### config.mk
export PLATFORM = sky130hd
export DESIGN_NAME = spi_bus_arbiter_flat
export DESIGN_NICKNAME = d
export VERILOG_FILES = /design/src/rtl/spi_bus_arbiter_pkg.sv /design/src/rtl/spi_bus_arbiter_if.sv /design/src/rtl/spi_bus_arbiter_rr_pick.sv /design/src/rtl/spi_bus_arbiter.sv /design/src/flat_wrapper.sv
export SDC_FILE = /design/constraint.sdc
export NUM_CORES = 1
export LEC_CHECK = 0
export ABC_CLOCK_PERIOD_IN_PS = 1430
export BUFFER_PORTS_ARGS = -buffer_cell sky130_fd_sc_hd__buf_2
export CAP_MARGIN = 20
export CORE_MARGIN = 1
export CORE_UTILIZATION = 30
export CTS_CLUSTER_DIAMETER = 150
export DETAILED_ROUTE_END_ITERATION = 16
export PLACE_DENSITY = 0.72
export SYNTH_ARGS = -nofsm -noshare
export SYNTH_HDL_FRONTEND = slang
export SYNTH_SLANG_ARGS = --single-unit
### constraint.sdc
create_clock -name clock_i -period 1.43 [get_ports clock_i]
set_input_delay 0.143 -clock clock_i [delete_from_list [all_inputs] [get_ports clock_i]]
set_output_delay 0.143 -clock clock_i [all_outputs]
set_load 0.1 [all_outputs]
### src/rtl/spi_bus_arbiter_pkg.sv
// spi_bus_arbiter_pkg: shared types and constants for the QSPI pad arbiter
package spi_bus_arbiter_pkg;
  typedef enum logic [1:0] {IDLE, GRANT, GAP} arb_state_e;
  localparam int SEL_FLASH = 0;
  localparam int SEL_RAM_A = 1;
  localparam int SEL_RAM_B = 2;
  localparam int SEL_W = 3;
  localparam logic [SEL_W-1:0] SEL_IDLE = '1;
  function automatic int idx_w(input int n);
    return n > 1 ? $clog2(n) : 1;
  endfunction
endpackage

### src/rtl/spi_bus_arbiter_if.sv
// spi_bus_arbiter_if: requester-side virtual SPI bundles plus the shared pad signals
interface spi_bus_arbiter_if
  import spi_bus_arbiter_pkg::*;
#(
  parameter int N_REQ = 2
);
  logic [N_REQ-1:0] req;
  logic [N_REQ-1:0] gnt;
  logic [4*N_REQ-1:0] req_spi_data_out;
  logic [4*N_REQ-1:0] req_spi_data_oe;
  logic [N_REQ-1:0] req_spi_clk_out;
  logic [SEL_W*N_REQ-1:0] req_spi_sel;
  logic [3:0] spi_data_in;
  logic [3:0] spi_data_out;
  logic [3:0] spi_data_oe;
  logic spi_clk_out;
  logic spi_flash_select;
  logic spi_ram_a_select;
  logic spi_ram_b_select;
  logic arb_timeout;
  modport master (
    input req, req_spi_data_out, req_spi_data_oe, req_spi_clk_out, req_spi_sel,
    output gnt, spi_data_out, spi_data_oe, spi_clk_out,
    output spi_flash_select, spi_ram_a_select, spi_ram_b_select, arb_timeout
  );
  modport slave (
    output req, req_spi_data_out, req_spi_data_oe, req_spi_clk_out, req_spi_sel, spi_data_in,
    input gnt, spi_data_out, spi_data_oe, spi_clk_out,
    input spi_flash_select, spi_ram_a_select, spi_ram_b_select, arb_timeout
  );
endinterface

### src/rtl/spi_bus_arbiter_rr_pick.sv
// spi_bus_arbiter_rr_pick: combinational round-robin picker, first request at or after ptr
module spi_bus_arbiter_rr_pick
  import spi_bus_arbiter_pkg::*;
#(
  parameter int N = 2,
  localparam int W = idx_w(N)
) (
  input  logic [N-1:0] req_i,
  input  logic [W-1:0] ptr_i,
  output logic         valid_o,
  output logic [W-1:0] winner_o
);
  // scan from the far end so the closest request to ptr is written last
  always_comb begin
    valid_o = 1'b0;
    winner_o = '0;
    for (int i = N - 1; i >= 0; i--) begin
      if (req_i[(int'(ptr_i) + i) % N]) begin
        valid_o = 1'b1;
        winner_o = W'((int'(ptr_i) + i) % N);
      end
    end
  end
endmodule

### src/rtl/spi_bus_arbiter.sv
// spi_bus_arbiter: round-robin owner of the shared QSPI pads with enforced deselect gap
// Optional tenure watchdog enabled by defining SPI_ARB_WATCHDOG_EN.
module spi_bus_arbiter
  import spi_bus_arbiter_pkg::*;
#(
  parameter int N_REQ = 2,
  parameter int GAP_CYCLES = 2,
  parameter int TIMEOUT_CYCLES = 1024
) (
  input logic clock_i,
  input logic reset_ni,
  spi_bus_arbiter_if.master bus
);
  localparam int W = idx_w(N_REQ);
  localparam int GW = idx_w(GAP_CYCLES);
  arb_state_e state_q, state_d;
  logic [W-1:0] owner_q, owner_d, ptr_q, ptr_d, win;
  logic [N_REQ-1:0] gnt_q, gnt_d, cand;
  logic [GW-1:0] gap_q, gap_d;
  logic [SEL_W-1:0] sel;
  logic valid, own_req, expire, tout_q, act;
  assign own_req = bus.req[owner_q];
`ifdef SPI_ARB_WATCHDOG_EN
  localparam int TW = idx_w(TIMEOUT_CYCLES);
  logic [TW-1:0] ten_q, ten_d;
  logic [N_REQ-1:0] mask_q, mask_d;
  assign expire = state_q == GRANT && own_req && ten_q == TW'(TIMEOUT_CYCLES - 1);
  assign ten_d = state_q == GRANT ? ten_q + 1'b1 : '0;
  // a revoked owner stays out of arbitration until it drops req once
  assign mask_d = (mask_q & bus.req) | (expire ? gnt_q : '0);
  assign cand = bus.req & ~mask_q;
  always_ff @(posedge clock_i) begin
    if (!reset_ni) begin
      ten_q <= '0;
      mask_q <= '0;
    end else begin
      ten_q <= ten_d;
      mask_q <= mask_d;
    end
  end
`else
  assign expire = 1'b0;
  assign cand = bus.req;
`endif
  spi_bus_arbiter_rr_pick #(.N(N_REQ)) u_pick (
    .req_i(cand),
    .ptr_i(ptr_q),
    .valid_o(valid),
    .winner_o(win)
  );
  always_comb begin
    state_d = state_q;
    owner_d = owner_q;
    ptr_d = ptr_q;
    gnt_d = gnt_q;
    gap_d = gap_q;
    case (state_q)
      IDLE: if (valid) begin
        state_d = GRANT;
        owner_d = win;
        gnt_d = N_REQ'(1) << win;
        ptr_d = win == W'(N_REQ - 1) ? '0 : win + 1'b1;
      end
      GRANT: if (!own_req || expire) begin
        gnt_d = '0;
        state_d = GAP_CYCLES == 0 ? IDLE : GAP;
        gap_d = GW'(GAP_CYCLES - 1);
      end
      GAP: begin
        state_d = gap_q == '0 ? IDLE : GAP;
        gap_d = gap_q == '0 ? '0 : gap_q - 1'b1;
      end
      default: state_d = IDLE;
    endcase
  end
  always_ff @(posedge clock_i) begin
    if (!reset_ni) begin
      state_q <= IDLE;
      owner_q <= '0;
      ptr_q <= '0;
      gnt_q <= '0;
      gap_q <= '0;
      tout_q <= 1'b0;
    end else begin
      state_q <= state_d;
      owner_q <= owner_d;
      ptr_q <= ptr_d;
      gnt_q <= gnt_d;
      gap_q <= gap_d;
      tout_q <= expire;
    end
  end
  assign act = state_q == GRANT;
  assign sel = act ? bus.req_spi_sel[owner_q*SEL_W +: SEL_W] : SEL_IDLE;
  assign bus.spi_data_out = act ? bus.req_spi_data_out[owner_q*4 +: 4] : '0;
  assign bus.spi_data_oe = act ? bus.req_spi_data_oe[owner_q*4 +: 4] : '0;
  assign bus.spi_clk_out = act & bus.req_spi_clk_out[owner_q];
  assign bus.spi_flash_select = sel[SEL_FLASH];
  assign bus.spi_ram_a_select = sel[SEL_RAM_A];
  assign bus.spi_ram_b_select = sel[SEL_RAM_B];
  assign bus.gnt = gnt_q;
  assign bus.arb_timeout = tout_q;
endmodule

### src/flat_wrapper.sv
// flat-port wrapper written by rule: the top's interface ports become plain ports
module spi_bus_arbiter_flat import spi_bus_arbiter_pkg::*;
#(
  parameter int N_REQ = 2,
  parameter int GAP_CYCLES = 2,
  parameter int TIMEOUT_CYCLES = 1024
)
  (clock_i, reset_ni, bus_req, bus_req_spi_data_out, bus_req_spi_data_oe, bus_req_spi_clk_out, bus_req_spi_sel, bus_gnt, bus_spi_data_out, bus_spi_data_oe, bus_spi_clk_out, bus_spi_flash_select, bus_spi_ram_a_select, bus_spi_ram_b_select, bus_arb_timeout);
  spi_bus_arbiter_if #(.N_REQ(N_REQ)) bus_i ();
  input logic clock_i;
  input logic reset_ni;
  input wire logic [$bits(bus_i.req)-1:0] bus_req;
  input wire logic [$bits(bus_i.req_spi_data_out)-1:0] bus_req_spi_data_out;
  input wire logic [$bits(bus_i.req_spi_data_oe)-1:0] bus_req_spi_data_oe;
  input wire logic [$bits(bus_i.req_spi_clk_out)-1:0] bus_req_spi_clk_out;
  input wire logic [$bits(bus_i.req_spi_sel)-1:0] bus_req_spi_sel;
  output wire logic [$bits(bus_i.gnt)-1:0] bus_gnt;
  output wire logic [$bits(bus_i.spi_data_out)-1:0] bus_spi_data_out;
  output wire logic [$bits(bus_i.spi_data_oe)-1:0] bus_spi_data_oe;
  output wire logic [$bits(bus_i.spi_clk_out)-1:0] bus_spi_clk_out;
  output wire logic [$bits(bus_i.spi_flash_select)-1:0] bus_spi_flash_select;
  output wire logic [$bits(bus_i.spi_ram_a_select)-1:0] bus_spi_ram_a_select;
  output wire logic [$bits(bus_i.spi_ram_b_select)-1:0] bus_spi_ram_b_select;
  output wire logic [$bits(bus_i.arb_timeout)-1:0] bus_arb_timeout;
  assign bus_i.req = bus_req;
  assign bus_i.req_spi_data_out = bus_req_spi_data_out;
  assign bus_i.req_spi_data_oe = bus_req_spi_data_oe;
  assign bus_i.req_spi_clk_out = bus_req_spi_clk_out;
  assign bus_i.req_spi_sel = bus_req_spi_sel;
  assign bus_gnt = bus_i.gnt;
  assign bus_spi_data_out = bus_i.spi_data_out;
  assign bus_spi_data_oe = bus_i.spi_data_oe;
  assign bus_spi_clk_out = bus_i.spi_clk_out;
  assign bus_spi_flash_select = bus_i.spi_flash_select;
  assign bus_spi_ram_a_select = bus_i.spi_ram_a_select;
  assign bus_spi_ram_b_select = bus_i.spi_ram_b_select;
  assign bus_arb_timeout = bus_i.arb_timeout;
  spi_bus_arbiter #(.N_REQ(N_REQ), .GAP_CYCLES(GAP_CYCLES), .TIMEOUT_CYCLES(TIMEOUT_CYCLES)) u_core (.clock_i(clock_i), .reset_ni(reset_ni), .bus(bus_i));
endmodule
# Word-level counts from Yosys, hierarchy flattened
# Cells that the tools add are included.
# totals
register_bits	7
latchBits	0
ram_bits	0
mem_bits_ro	0
input_bits	28
output_inout_bits	15
memories	0
# classes
n_addsub	3
n_mul	1
n_div	0
n_lt_le_gt_ge	3
n_eq_ne	4
n_shift	4
mux	27
bitwise	2
n_reduce_logical	7
# op_table
op	count
$mux W1	16
$shiftx A8 B4 Y4	2
$mux W2	5
$mux W4	2
$pmux W2 S3	1
$reduce_and A2 Y1	3
$shiftx A6 B4 Y3	1
$lt A1 B2 Y1 const B	2
$ne A2 B2 Y1 const B	2
$pmux W2 S2	1
$reduce_bool A2 Y1	2
$lt A2 B3 Y1 const B	1
$mul A1 B2 Y3 const B	1
$mux W3	1
$reduce_and A3 Y1	1
$add A1 B1 Y1 const B	2
$eq A2 B1 Y1 const B	1
$eq A2 B2 Y1 const B	1
$logic_not A2 Y1	1
$pmux W1 S2	1
$shl A1 B1 Y2 const A	1
$and A1 B1 Y1	1
$and A1 B1 Y1 const A	1
$sub A1 B1 Y1 const B	1

# Depth between registers and ports, before layout
# depth
ltp_word	10
mapped_depth	7

# Hierarchy
# From an unflattened synthesis, not the netlist that was laid out.
# unflattened
hier_cells	78
area_unflattened_um2	665.6
# modules_own_cells
mod	n_inst	cells_each	area_each_um2	seq_area_each_um2
spi_bus_arbiter	1	75	648.1	140.1
spi_bus_arbiter_rr_pick	1	3	17.5	0.0

# Worst setup path after synthesis
# No wires, ideal clock.
# synth_timing
path_kind	register to output
startpoint	reg u_core.state_q[0]
endpoint	out bus_spi_clk_out
t_arrival_ps	2220
required_ps	1287
path_slack_ps	-933
stages_incl_launch_ff	6
path_buffers	2
path_cell_list	dfxtp_1 ha_1 buf_2 inv_1 buf_2 nor2_1
# synth_between
elab_chain_len	2
# synth_rtl
element	line	source
start, declared	spi_bus_arbiter.sv:16	arb_state_e state_q, state_d;
start signal, assigned	spi_bus_arbiter.sv:85	state_q <= state_d;
$eq A2 B1 Y1	spi_bus_arbiter.sv:93	assign act = state_q == GRANT;
$and A1 B1 Y1	spi_bus_arbiter.sv:97	assign bus.spi_clk_out = act & bus.req_spi_clk_out[owner_q];
end, declared	flat_wrapper.sv:20	output wire logic [$bits(bus_i.spi_clk_out)-1:0] bus_spi_clk_out;
# No other way between the ends.

# Worst setup path in the final report
# layout_timing
startpoint	reg u_core.owner_q
endpoint	out bus_spi_data_oe[3]
# layout_between
elab_chain_len	2
# layout_rtl
element	line	source
start, declared	spi_bus_arbiter.sv:17	logic [W-1:0] owner_q, owner_d, ptr_q, ptr_d, win;
start signal, assigned	spi_bus_arbiter.sv:86	owner_q <= owner_d;
$shiftx A8 B4 Y4	spi_bus_arbiter.sv:96	assign bus.spi_data_oe = act ? bus.req_spi_data_oe[owner_q*4 +: 4] : '0;
$mux W4	spi_bus_arbiter.sv:96	
end, declared	flat_wrapper.sv:19	output wire logic [$bits(bus_i.spi_data_oe)-1:0] bus_spi_data_oe;
# No other way between the ends.

==> impl_results.md <==
- WP data arrival: 1320 ps
- CP bufs+invs: 2
- Worst Hold Path EP: u_core.ptr_q
- DRT iter0 DRCs: 14
- Setup TNS: -102.5 ps
- Wire per inst: 16.02 um
- Worst path most repeated cell: buf_12
- Worst reg2reg startpoint: u_core.owner_q
- IO Port Bufs: 41
- Root Driver: clkbuf_4
- I/O pin cnt: 43
- Die H: 49.28 um
- Fin. Hold Viols: 0
- Initial antenna violation count: 0
- Synth Net Count: 116
- Worst-path maximum fanout: 6
- Vias in the first global route: 851
- Setup WS pre-CTS: -8.263 ps
- Hold Path Depth: 2
- FP Rows: 16
- Crit-path leading delay family: flip-flops
- CTS H-tree lvls: 1
- Mean area per synthesized cell: 7.890 um2
- Post-synthesis sequential area ratio: 20.90%
- CTS buffer count: 3
- Die area: 2429 um2
- Min-delay src: reset_ni
- Most used DFF post-synth: dfxtp_1
- Pleak: 0.6151 nW
- Finished Core Util: 75.74%
- Final setup fails: 9
- Syn-to-layout area delta: 128.4%
- Layout cells sized above 1: 70.90%
- Pwr dens: 1330 nW/um2
- Via count: 833
- Peak VDD IR: 0.8856 mV
- Synth Instances: 85
- Tmin final: 1461 ps
- Clock Latency Late Sink: 260 ps
- CTS max path bufs: 2
- Final net count: 166
- Post-synth EDFFs: 0
- Router iterations before antenna repair: 4
- Sink Count: 7
- Post-synth cell types: 35
- Final Non-Filler Cells: 161
- Core Region: 2022 um2
- Initial core utilization: 33.17%
- Worst r2r path cells: 5
- Asr flop ratio synth: 0%
- Clock transition at the registers of the reported paths: 60 ps
- Most frequent cells in the layout: 29 x buf_2, 14 x buf_12, 12 x mux2i_4
- Yosys reg bits: 7
- Hold WS: 205.6 ps
- Most common cell after layout, fill and taps aside: buf_2
- Period utilisation layout: 102.2%
- Cells after DPL: 149
- First-pass GRT wire length: 3829 um
- Failing checks: negative setup slack
- Startpoint types: register
- Worst r2r dst: u_core.state_q[0]
- Antenna Cells: 0
- GRT Residual Overflow: 0
- Final Max Slew Viols: 0
- Crit Path Class: reg -> out
- CTS tree: built
- Crit path cell chain: buf_12, mux2i_4, nor2_4, buf_12
- Via/cell ratio: 5.174
- Max stage delay on crit path: 390 ps
- Final Worst Setup Slack: -31.45 ps
- Largest net degree at the start of global routing: 11
- RSZ-0062 raised after global routing: true
- Status: complete, but fails checks
- Total DRC errors in the routed layout: 0
- Gr usage total: 21.09%
- Worst Setup End Kind: output port
- Cts hold-fix bufs: 0
- Tightest Hold Check Type: in -> reg
- WP data required: 1290 ps
- Post-DP HPWL: 1547 um
- Die X: 49.28 um
- Total routed wirelength: 2579 um
- YS warnings: 0
- F_max: 0.6843 GHz
- Placer Congestion: 0.8786
- Syn Std Cell Area: 670.6 um2
- CP max stage cell: dfxtp_4
- Worst reg-to-reg setup slack: 30 ps
- Max Cap Violations: 0
- Post-route ant nets: 0
- Worst Skew: 8.631 ps
-- state kept, by name, indices dropped and copies added, names as in the netlist --
signal and cells:
u_core.gap_q 1, u_core.owner_q 1, u_core.state_q 2, u_core.bus.gnt 2
u_core.ptr_q 1
-- cell usage after synthesis, types with 2 or more instances --
cell type,number,area share (%)
ha_1,3,5.6
nor2b_1,2,1.9
dfxtp_1,7,21
mux2i_1,14,21
inv_1,4,2.2
nand2_1,7,3.9
buf_2,5,3.7
nor2_1,13,7.3
nand2b_1,3,2.8
o21ai_0,2,1.5
-- cell families (layout without fill, tap and decap cells) --
group,Yosys count,in the layout,share of synthesized area (%)
simple gates,30,30,20.53
mux,16,16,24.81
fa+ha+maj,3,3,5.598
buf+inv,13,62,10.07
other cells,1,1,0.5592
compound gates,15,15,17.54
flops,7,7,20.89
-- area by class of cell --
type / count / area [um2]
clock buffers: 4 / 26.28
repair buffers: 54 / 555.5
well taps: 27 / 33.78
fillers: 122 / 490.5
multi-input cells: 65 / 745.7
inverters: 4 / 20.02
flip-flops and latches: 7 / 150.1
-- worst reg2reg max path: cells and delay by family (launching register included) --
| family | cells | cell delay, ps |
|---|---|---|
| and+or+nand+nor | 1 | 70 |
| DFF | 1 | 390 |
| muxes | 1 | 290 |
| AOI/OAI and AO/OA | 1 | 270 |
| buffers and inverters | 2 | 260 |
-- how the worst max path moves through the flow --
stage	from	end	depth (start not counted)
after detailed placement	u_core.state_q[0]	u_core.bus.gnt[1]	5
final	u_core.owner_q	bus_spi_data_oe[3]	4
after CTS	u_core.owner_q	bus_spi_data_oe[1]	4
after global routing	u_core.owner_q	bus_spi_flash_select	4
after global placement	u_core.state_q[0]	u_core.bus.gnt[1]	5
after floorplan	u_core.state_q[1]	bus_spi_clk_out	6
-- through the flow --
step	area [um2]	power, mW
CTS	1469	1.967
floorplan	797.0	1.188
global route	1531	2.112
finish	1531	2.038
detailed placement	1196	1.526
global placement	1196	1.504
-- where the power goes --
group	internal (mW)	switching, mW
combinational	0.671	0.894
clock	0.107	0.0791
sequential	0.243	0.0435
total	1.02	1.02
-- layer usage --
metal	routed length (um)	up-vias	global-route usage, %
met5	0	-	0
met4	63	0	10.29
met3	205	7	2.804
met2	1274	53	41.55
met1	1034	373	21.08
li1	-	400	-
-- repair_timing --
item | CTS | global route
resized for setup | 32 | 8
buffers inserted | 7 | 0
setup endpoints to repair | 13 | 15
pin swaps | 10 | 7
gates cloned | 2 | 0
No activity file was read; power rests on OpenSTA's default activity.
